[config.mk]
export PLATFORM = sky130hd
export DESIGN_NAME = lsu_dmem_master
export DESIGN_NICKNAME = d
export VERILOG_FILES = /design/src/rtl/risc_pkg.sv /design/src/rtl/lsu_load_extend.sv /design/src/rtl/lsu_dmem_master.sv
export SDC_FILE = /design/constraint.sdc
export NUM_CORES = 1
export LEC_CHECK = 0
export CORE_AREA = 2 2 121 123
export DETAILED_ROUTE_END_ITERATION = 8
export DIE_AREA = 0 0 123 125
export PLACE_DENSITY_LB_ADDON = 0.1
export SLEW_MARGIN = 0
export SYNTH_ARGS = -nofsm -noshare
export SYNTH_HDL_FRONTEND = slang
export SYNTH_SLANG_ARGS = --single-unit
[constraint.sdc]
create_clock -name clk -period 12.4 [get_ports clk]
set_input_delay 2.48 -clock clk [delete_from_list [all_inputs] [get_ports clk]]
set_output_delay 2.48 -clock clk [all_outputs]
set_load 0.02 [all_outputs]
[src/rtl/risc_pkg.sv]
// Shared memory-size encoding plus LSU state type and size helper.
// Used by lsu_dmem_master; optional split support is LSU_MISALIGN_SPLIT_EN.
package risc_pkg;

    typedef enum logic [1:0] {
        BYTE      = 2'b00,
        HALF_WORD = 2'b01,
        WORD      = 2'b10
    } mem_size_t;

    typedef enum logic [1:0] {
        IDLE   = 2'b00,
        ACCESS = 2'b01,
        SPLIT  = 2'b10,
        RESP   = 2'b11
    } lsu_state_t;

    // Zero marks an illegal size encoding.
    function automatic logic [2:0] size_bytes(input mem_size_t size);
        case (size)
            BYTE:      size_bytes = 3'd1;
            HALF_WORD: size_bytes = 3'd2;
            WORD:      size_bytes = 3'd4;
            default:   size_bytes = 3'd0;
        endcase
    endfunction

endpackage

[src/rtl/lsu_load_extend.sv]
// Sign/zero extension of an assembled little-endian load value by access size.
module lsu_load_extend
    import risc_pkg::*;
(
    input  logic [31:0] data,
    input  mem_size_t   size,
    input  logic        is_unsigned,
    output logic [31:0] result
);

    always_comb begin
        result = data;
        case (size)
            BYTE:      result = is_unsigned ? {24'b0, data[7:0]}  : {{24{data[7]}}, data[7:0]};
            HALF_WORD: result = is_unsigned ? {16'b0, data[15:0]} : {{16{data[15]}}, data[15:0]};
            default:   result = data;
        endcase
    end

endmodule

[src/rtl/lsu_dmem_master.sv]
// Load/store unit driving the byte-wide data memory request bus.
// Define LSU_MISALIGN_SPLIT_EN to split misaligned accesses into byte beats.
module lsu_dmem_master
    import risc_pkg::*;
#(
    parameter int DMEM_ADDR_WIDTH = 16
) (
    input  logic        clk,
    input  logic        rst,
    input  logic        lsu_valid,
    output logic        lsu_ready,
    input  logic        lsu_wr_en,
    input  mem_size_t   lsu_size,
    input  logic        lsu_unsigned,
    input  logic [31:0] lsu_addr,
    input  logic [31:0] lsu_wr_data,
    output logic        lsu_done,
    output logic [31:0] lsu_rd_data,
    output logic        lsu_err,
    output logic        dmem_req,
    output logic        dmem_wr_en,
    output mem_size_t   dmem_data_size,
    output logic [31:0] dmem_addr,
    output logic [31:0] dmem_wr_data,
    output logic        dmem_zero_extend,
    input  logic [31:0] dmem_rd_data
);

    lsu_state_t  state;
    logic        req_wr_en;
    logic [2:0]  in_bytes;
    logic [32:0] end_addr;
    logic        out_of_range;
    logic        misaligned;
    logic        illegal_size;
    logic        reject;

    assign in_bytes     = size_bytes(lsu_size);
    // 33-bit end address so a wrap past 2^32 reads as out of range.
    assign end_addr     = {1'b0, lsu_addr} + {30'b0, in_bytes} - 33'd1;
    assign out_of_range = |end_addr[32:DMEM_ADDR_WIDTH];
    assign illegal_size = (in_bytes == 3'd0);
    assign misaligned   = ((lsu_size == HALF_WORD) && lsu_addr[0]) ||
                          ((lsu_size == WORD) && (lsu_addr[1:0] != 2'b00));

`ifdef LSU_MISALIGN_SPLIT_EN
    mem_size_t   req_size;
    logic        req_unsigned;
    logic [31:0] req_addr;
    logic [31:0] req_wr_data;
    logic [1:0]  beat;
    logic [31:0] assembly;
    logic [31:0] assembled;
    logic [31:0] split_result;
    logic [2:0]  req_bytes;
    logic        last_beat;

    assign reject    = illegal_size || out_of_range;
    assign req_bytes = size_bytes(req_size);
    assign last_beat = ({1'b0, beat} == (req_bytes - 3'd1));

    always_comb begin
        assembled = assembly;
        assembled[{beat, 3'b000} +: 8] = dmem_rd_data[7:0];
    end

    lsu_load_extend u_load_extend (
        .data        (assembled),
        .size        (req_size),
        .is_unsigned (req_unsigned),
        .result      (split_result)
    );
`else
    assign reject = illegal_size || out_of_range || misaligned;
`endif

    always_ff @(posedge clk) begin
        if (rst) begin
            state            <= IDLE;
            lsu_ready        <= 1'b1;
            lsu_done         <= 1'b0;
            lsu_err          <= 1'b0;
            lsu_rd_data      <= 32'b0;
            dmem_req         <= 1'b0;
            dmem_wr_en       <= 1'b0;
            dmem_data_size   <= BYTE;
            dmem_addr        <= 32'b0;
            dmem_wr_data     <= 32'b0;
            dmem_zero_extend <= 1'b0;
            req_wr_en        <= 1'b0;
`ifdef LSU_MISALIGN_SPLIT_EN
            req_size         <= BYTE;
            req_unsigned     <= 1'b0;
            req_addr         <= 32'b0;
            req_wr_data      <= 32'b0;
            beat             <= 2'b0;
            assembly         <= 32'b0;
`endif
        end else begin
            case (state)
                IDLE: begin
                    if (lsu_valid) begin
                        req_wr_en <= lsu_wr_en;
                        lsu_ready <= 1'b0;
`ifdef LSU_MISALIGN_SPLIT_EN
                        req_size     <= lsu_size;
                        req_unsigned <= lsu_unsigned;
                        req_addr     <= lsu_addr;
                        req_wr_data  <= lsu_wr_data;
                        beat         <= 2'b0;
                        assembly     <= 32'b0;
`endif
                        if (reject) begin
                            state    <= RESP;
                            lsu_done <= 1'b1;
                            lsu_err  <= 1'b1;
                            if (!lsu_wr_en) lsu_rd_data <= 32'b0;
`ifdef LSU_MISALIGN_SPLIT_EN
                        end else if (misaligned) begin
                            state            <= SPLIT;
                            dmem_req         <= 1'b1;
                            dmem_wr_en       <= lsu_wr_en;
                            dmem_data_size   <= BYTE;
                            dmem_addr        <= lsu_addr;
                            dmem_wr_data     <= {24'b0, lsu_wr_data[7:0]};
                            dmem_zero_extend <= 1'b1;
`endif
                        end else begin
                            state            <= ACCESS;
                            dmem_req         <= 1'b1;
                            dmem_wr_en       <= lsu_wr_en;
                            dmem_data_size   <= lsu_size;
                            dmem_addr        <= lsu_addr;
                            dmem_wr_data     <= lsu_wr_data;
                            dmem_zero_extend <= lsu_unsigned;
                        end
                    end
                end
                ACCESS: begin
                    dmem_req         <= 1'b0;
                    dmem_wr_en       <= 1'b0;
                    dmem_data_size   <= BYTE;
                    dmem_addr        <= 32'b0;
                    dmem_wr_data     <= 32'b0;
                    dmem_zero_extend <= 1'b0;
                    if (!req_wr_en) lsu_rd_data <= dmem_rd_data;
                    state    <= RESP;
                    lsu_done <= 1'b1;
                end
`ifdef LSU_MISALIGN_SPLIT_EN
                SPLIT: begin
                    if (!req_wr_en) assembly <= assembled;
                    if (last_beat) begin
                        dmem_req         <= 1'b0;
                        dmem_wr_en       <= 1'b0;
                        dmem_data_size   <= BYTE;
                        dmem_addr        <= 32'b0;
                        dmem_wr_data     <= 32'b0;
                        dmem_zero_extend <= 1'b0;
                        if (!req_wr_en) lsu_rd_data <= split_result;
                        state    <= RESP;
                        lsu_done <= 1'b1;
                    end else begin
                        beat         <= beat + 2'd1;
                        dmem_addr    <= req_addr + 32'(beat) + 32'd1;
                        dmem_wr_data <= {24'b0, req_wr_data[{beat + 2'd1, 3'b000} +: 8]};
                    end
                end
`endif
                RESP: begin
                    lsu_done  <= 1'b0;
                    lsu_err   <= 1'b0;
                    lsu_ready <= 1'b1;
                    state     <= IDLE;
                end
                default: state <= IDLE;
            endcase
        end
    end

endmodule

==> results of run 1 <==
per-stage QoR:
stage                     power [mW]  util, %  cells
after floorplan                0.500        -    976
after global placement         0.581     65.3   1289
after detailed placement       0.581     65.3   1289
after CTS                      0.876     67.3   1304
after global routing           0.909     67.3   1304
final                          0.872     67.3   1304
tightest hold or removal path, cell delays in order (launching register included):
cell,delay [ps]
dfxtp_1,310
o21ai_0,70
a21oi_1,60
flip-flops by register name (all words and copies together), names as in the netlist:
register / count
state: 2
dmem_wr_en: 1
dmem_wr_data: 32
dmem_addr: 32
dmem_data_size: 2
req_wr_en: 1
lsu_err: 1
dmem_zero_extend: 1
lsu_done: 1
dmem_req: 1
lsu_ready: 1
lsu_rd_data: 32
logic make-up after synthesis:
logic type      after synthesis  share of synthesized area [%]
simple gates                412                           30.2
fa+ha+maj                    32                           5.47
buf+inv                     127                           7.80
mux                           1                          0.154
compound gates              289                           26.1
flops                       107                           29.3
xor+xnor                      8                          0.958
layer usage:
layer	routed length, microns	track usage, %	part of all wire [%]
met5	0	0	0
met4	512	9.16	2.3
met3	1340	3.65	6.0
met2	10600	46.1	47
met1	9870	37.9	44
report_power, final:
group	switching (mW)	internal, mW	total [mW]
sequential	0.00992	0.351	0.361
clock	0.139	0.157	0.296
combinational	0.123	0.0915	0.214
cell type report:
cell class / instances / area share, %
timing repair buffer: 214 / 22.2
tap: 184 / 2.41
clock inverter: 5 / 0.615
clock buffer: 10 / 2.39
sequential: 107 / 22.5
multi-input combinational: 742 / 48.3
inverter: 42 / 1.65
Yosys cell counts (4+ instances only):
cell type / n / area [sq um]
o21ai_0: 19 / 95.1
a21oi_1: 73 / 365
buf_6: 7 / 78.8
a21oi_2: 4 / 35.0
clkbuf_2: 4 / 20.0
clkbuf_1: 50 / 188
nor3_1: 14 / 70.1
o211ai_1: 38 / 285
dfxtp_1: 107 / 2140
or4b_1: 6 / 60.1
and2_1: 4 / 25.0
nand4_1: 14 / 87.6
xnor2_1: 5 / 43.8
nor2_1: 91 / 342
nand3_1: 9 / 45.0
inv_1: 42 / 158
nand2_1: 175 / 657
a21o_1: 8 / 60.1
buf_2: 17 / 85.1
ha_1: 32 / 400
nand2b_1: 4 / 25.0
a22oi_1: 33 / 248
buf_4: 4 / 30.0
o21a_1: 5 / 37.5
a211oi_1: 4 / 30.0
a31oi_1: 71 / 444
or4b_2: 62 / 621
final timing paths:
path / slack [ps] / start / cells after the start / endpoint
setup / recovery: 5080 / lsu_size[1] / 16 / lsu_rd_data[16]
hold / removal: 480 / lsu_err / 2 / lsu_err
setup reg to reg: 9820 / state[0] / 6 / dmem_data_size[0]
hold reg to reg: 480 / lsu_err / 2 / lsu_err
==> impl_metrics.tcl, run 1 <==
set metrics [dict create \
    p_leak_nw 3.73 \
    ctsHoldBuffers 0 \
    setup_viol 0 \
    min_path_type "reg2reg" \
    syn_nets 1111 \
    grt_overflow 0 \
    routed_wl_mm 22.3 \
    drt_iter0_markers 682 \
    layout-drive-gt1-share_pct 10.0 \
    grt_first_pass_wirelength_mm 35.4 \
    clk-insertion-delay-late_ps 360 \
    clk_path_buf_depth 2 \
    final_cell_area_sq_mm 0.00956 \
    cp_max_fo 82 \
    nNetsFinal 1251 \
    max-cap-violations 0 \
    fin_crit_ps 7320 \
    start_util_pct 51.5 \
    place_area_sq_mm 0.00928 \
    fin_crit_sh_pct 59.1 \
    synthArstFlopShare_pct 0 \
    outcome "complete, no violations" \
    numCtsBuffers 9 \
    htree_levels 3 \
    dp_hpwl_mm 14.9 \
    post_cts_resized 0 \
    grt_max_degree 101 \
    synth_ff_type "dfxtp_1" \
    routabilityCongestion 0.920 \
    max_freq_mhz 137 \
    rsz0062_at_grt "false" \
    synth_area_per_cell_sq_um 7.50 \
    crit_buf_inv 3 \
    rows 44 \
    tns_ps 0 \
    dr.pass1.iters 5 \
    die_h_microns 125 \
    skew_ps 5.21 \
    synthCells 976 \
    cts-root-buf "clkbuf_16" \
    area_growth_pct 30.7 \
    critPathSlowestCell "buf_4" \
    dpl_worst_slack_ps 4790 \
    multi_input_area_sq_mm 0.00462 \
    maxSlewHeadroom_pct 23.1 \
    drt-vias-per-instance 5.96 \
    antenna_found_initial 0 \
    hold_ws_ps 481 \
    path_class "in2reg" \
    grt_pass1_vias 6941 \
    design.core.area_sq_mm 0.0142 \
    cts_setup_buffers 0 \
    drc 0 \
    hold_violations 0 \
    cts.clk_slew.worst_paths_ps 70 \
    drv_slew 0 \
    io_buffers 206 \
    cp.arrival_ps 7610 \
    max_stage_delay_ps 820 \
    cts_tree "built" \
    ir_worst_vdd_v 0.0000556 \
    antenna_left 0 \
    dieArea_sq_mm 0.0154 \
    cp.required_ps 12680 \
    synth.distinct_cells 70 \
    seqCellArea_sq_mm 0.00215 \
    tightestPinTransition_ps 1150 \
    grt_usage_pct 28.0 \
    nFillCells 1241 \
    final_common_cell "clkdlybuf4s50_1" \
    ys_ff_latch 107 \
    crit_path_start_kind "input pin" \
    syn_area_sq_mm 0.00732 \
    powerDensity_mw_per_mm2 91.2 \
    synth_edf_count 0 \
    routedWlPerCell_microns 17.1 \
    yosysWarningCount 0 \
    num_vias 7768 \
    setup_slack_ps 5080 \
    path_cells "clkdlybuf4s50_1, nand2b_1, ha_1, inv_1, ha_1, nand3b_1, o211ai_1, a31oi_1, or2_2, a211oi_1, or4_1, or4_4, nor3_4, buf_4, o211ai_1, a21oi_1" \
    end_kind "flip-flop" \
    layout_common_cells "clkdlybuf4s50_1, nand2_1, dfxtp_1" \
    n_antenna_cell 0 \
    clock_sinks 107 \
    synth-seq-area-share_pct 29.3 \
    cp_top_family "simple AND/OR/NAND/NOR gates" \
    io_pins 207 \
    die_x_microns 123 \
]
Power figures use the tool's default switching activity.
==> run 2: changes to the inputs <==
Settings changed: CORE_AREA 2 2 121 123 to 2 2 132 134, DIE_AREA 0 0 123 125 to 0 0 134 136.
Clock period 12.4 ns to 6.38 ns, I/O delays scaled along.
==> run 2 against run 1 <==
  * Flip-flop and latch count did not move
  * Global-route usage fell by 3.3 points
  * Via count fell by 0.53%
  * Non-clock buffer count rose by 1
  * Critical path type unchanged
  * Highest routed layer unchanged
==> impl_metrics.tcl, run 2 (synthesis results as in run 1) <==
set metrics [dict create \
    antenna_found_initial 0 \
    p_leak_nw 3.76 \
    nNetsFinal 1252 \
    die_x_microns 134 \
    reg_top3 "dmem_addr x32, dmem_wr_data x32, lsu_rd_data x32" \
    tns_ps 0 \
    hold_violations 0 \
    min_path_type "reg2reg" \
    area_growth_pct 32.3 \
    rows 48 \
    max_freq_mhz 186 \
    setup_viol 0 \
    p_sw_mw 0.537 \
    io_buffers 206 \
    rsz0062_at_grt "false" \
    cp.required_ps 6630 \
    numCtsBuffers 9 \
    grt_pass1_vias 7224 \
    drt_iter0_markers 637 \
    layout_common_cells "clkdlybuf4s50_1, nand2_1, dfxtp_1" \
    powerDensity_mw_per_mm2 180 \
    cp.arrival_ps 5630 \
    place_area_sq_mm 0.00936 \
    p_int_mw 1.21 \
    grt_max_degree 113 \
    ctsHoldBuffers 0 \
    grt_usage_pct 24.8 \
    nFillCells 1596 \
    outcome "complete, no violations" \
    critPathSlowestCell "clkdlybuf4s50_1" \
    skew_ps 7.58 \
    layout-drive-gt1-share_pct 10.2 \
    antenna_left 0 \
    final_cell_area_sq_mm 0.00968 \
    fin_crit_sh_pct 84.4 \
    max-cap-violations 0 \
    io_pins 207 \
    htree_levels 3 \
    clock_sinks 107 \
    max_stage_delay_ps 560 \
    end_kind "flip-flop" \
    die_h_microns 136 \
    num_vias 7727 \
    use_met1_pct 33.3 \
    seqPwrFrac_pct 39.8 \
    cts.clk_slew.worst_paths_ps 70 \
    design.core.area_sq_mm 0.0169 \
    pwr-share-comb_pct 24.5 \
    use_met2_pct 40.8 \
    routabilityCongestion 0.938 \
    routedWlPerCell_microns 17.1 \
    cts_setup_buffers 0 \
    p_sw_share_pct 30.8 \
    maxSlewHeadroom_pct 25.1 \
    gr-max-usage-layer "met2" \
    cts-root-buf "clkbuf_16" \
    n_antenna_cell 0 \
    grt_overflow 0 \
    tightestPinTransition_ps 1120 \
    drc 0 \
    final_common_cell "clkdlybuf4s50_1" \
    path_class "in2reg" \
    grt_first_pass_wirelength_mm 37.0 \
    cp_max_fo 62 \
    routed_wl_mm 23.0 \
    drv_slew 0 \
    crit_top_cell "ha_1" \
    fin_crit_ps 5380 \
    gr-usage-met3_pct 3.28 \
    dieArea_sq_mm 0.0182 \
    pwr-share-clk_pct 35.7 \
    clk_path_buf_depth 2 \
    path_cells "clkdlybuf4s50_1, nand2b_1, ha_1, inv_1, ha_1, a21oi_1, o211ai_1, a31oi_1, or2_2, a211oi_1, or4_1, or4_4, nor4b_4, buf_12, or4b_2, nand2_1" \
    clk-insertion-delay-late_ps 350 \
    start_util_pct 43.4 \
    dr.pass1.iters 5 \
    cts_tree "built" \
    dp_hpwl_mm 15.4 \
    crit_path_start_kind "input pin" \
    ir_worst_vdd_v 0.000119 \
    post_cts_resized 0 \
    drt-vias-per-instance 5.74 \
]
run 2: cell types whose count changed in the layout (fill, tap and decap cells not counted):
cell,delta
buf_12,+2
buf_4,-1
bufinv_16,+1
clkbuf_1,-1
clkinv_2,-1
clkinv_4,+2
inv_4,-1
inv_6,-1
inv_8,+1
run 2: routing by layer:
layer	wire length (microns)	share of wire, %
met3	1040	4.5
met2	10700	47
met5	0	0
met4	555	2.4
met1	10700	46
run 2: final timing paths:
kind         cells past startpoint   startpoint                to  slack [ps]
min reg2reg                      2      lsu_err           lsu_err         490
min                              2      lsu_err           lsu_err         490
max                             16  lsu_size[0]  dmem_wr_data[11]        1000
max reg2reg                      5     state[1]    lsu_rd_data[2]        4290
run 2: power groups by stage:
stage               registers, mW  clock network [mW]  logic, mW
floorplan                   0.725                   0      0.246
global placement            0.710                   0      0.424
detailed placement          0.711                   0      0.423
CTS                         0.695               0.640      0.426
global route                0.697               0.662      0.468
finish                      0.695               0.625      0.428
run 2: metrics by stage:
stage / hold slack (ps) / std cells / power, mW / setup slack [ps] / util [%]
2_1_floorplan: 462 / 976 / 0.971 / 1830 / -
3_3_place_gp: 460 / 1331 / 1.13 / 748 / 55.5
3_5_place_dp: 482 / 1331 / 1.13 / 685 / 55.5
4_1_cts: 493 / 1346 / 1.76 / 990 / 57.4
5_1_grt: 528 / 1346 / 1.83 / 720 / 57.4
6_report: 491 / 1346 / 1.75 / 997 / 57.4
run 2: cell type report:
cell class,count,area [sq um],share of cell area (%)
clock buffer,9,225,2.33
clock inverter,6,97.6,1.01
inverter,42,158,1.63
multi-input combinational,742,4620,47.7
sequential,107,2150,22.2
tap,225,282,2.91
timing repair buffer,215,2150,22.2
run 2: critical path, delay by kind of cell:
family,cells,cell delay [ps]
AO/OA/AOI/OAI,4,880
adder cells (fa/ha/maj),2,460
buffers and inverters,3,910
AND/OR/NAND/NOR,7,2070
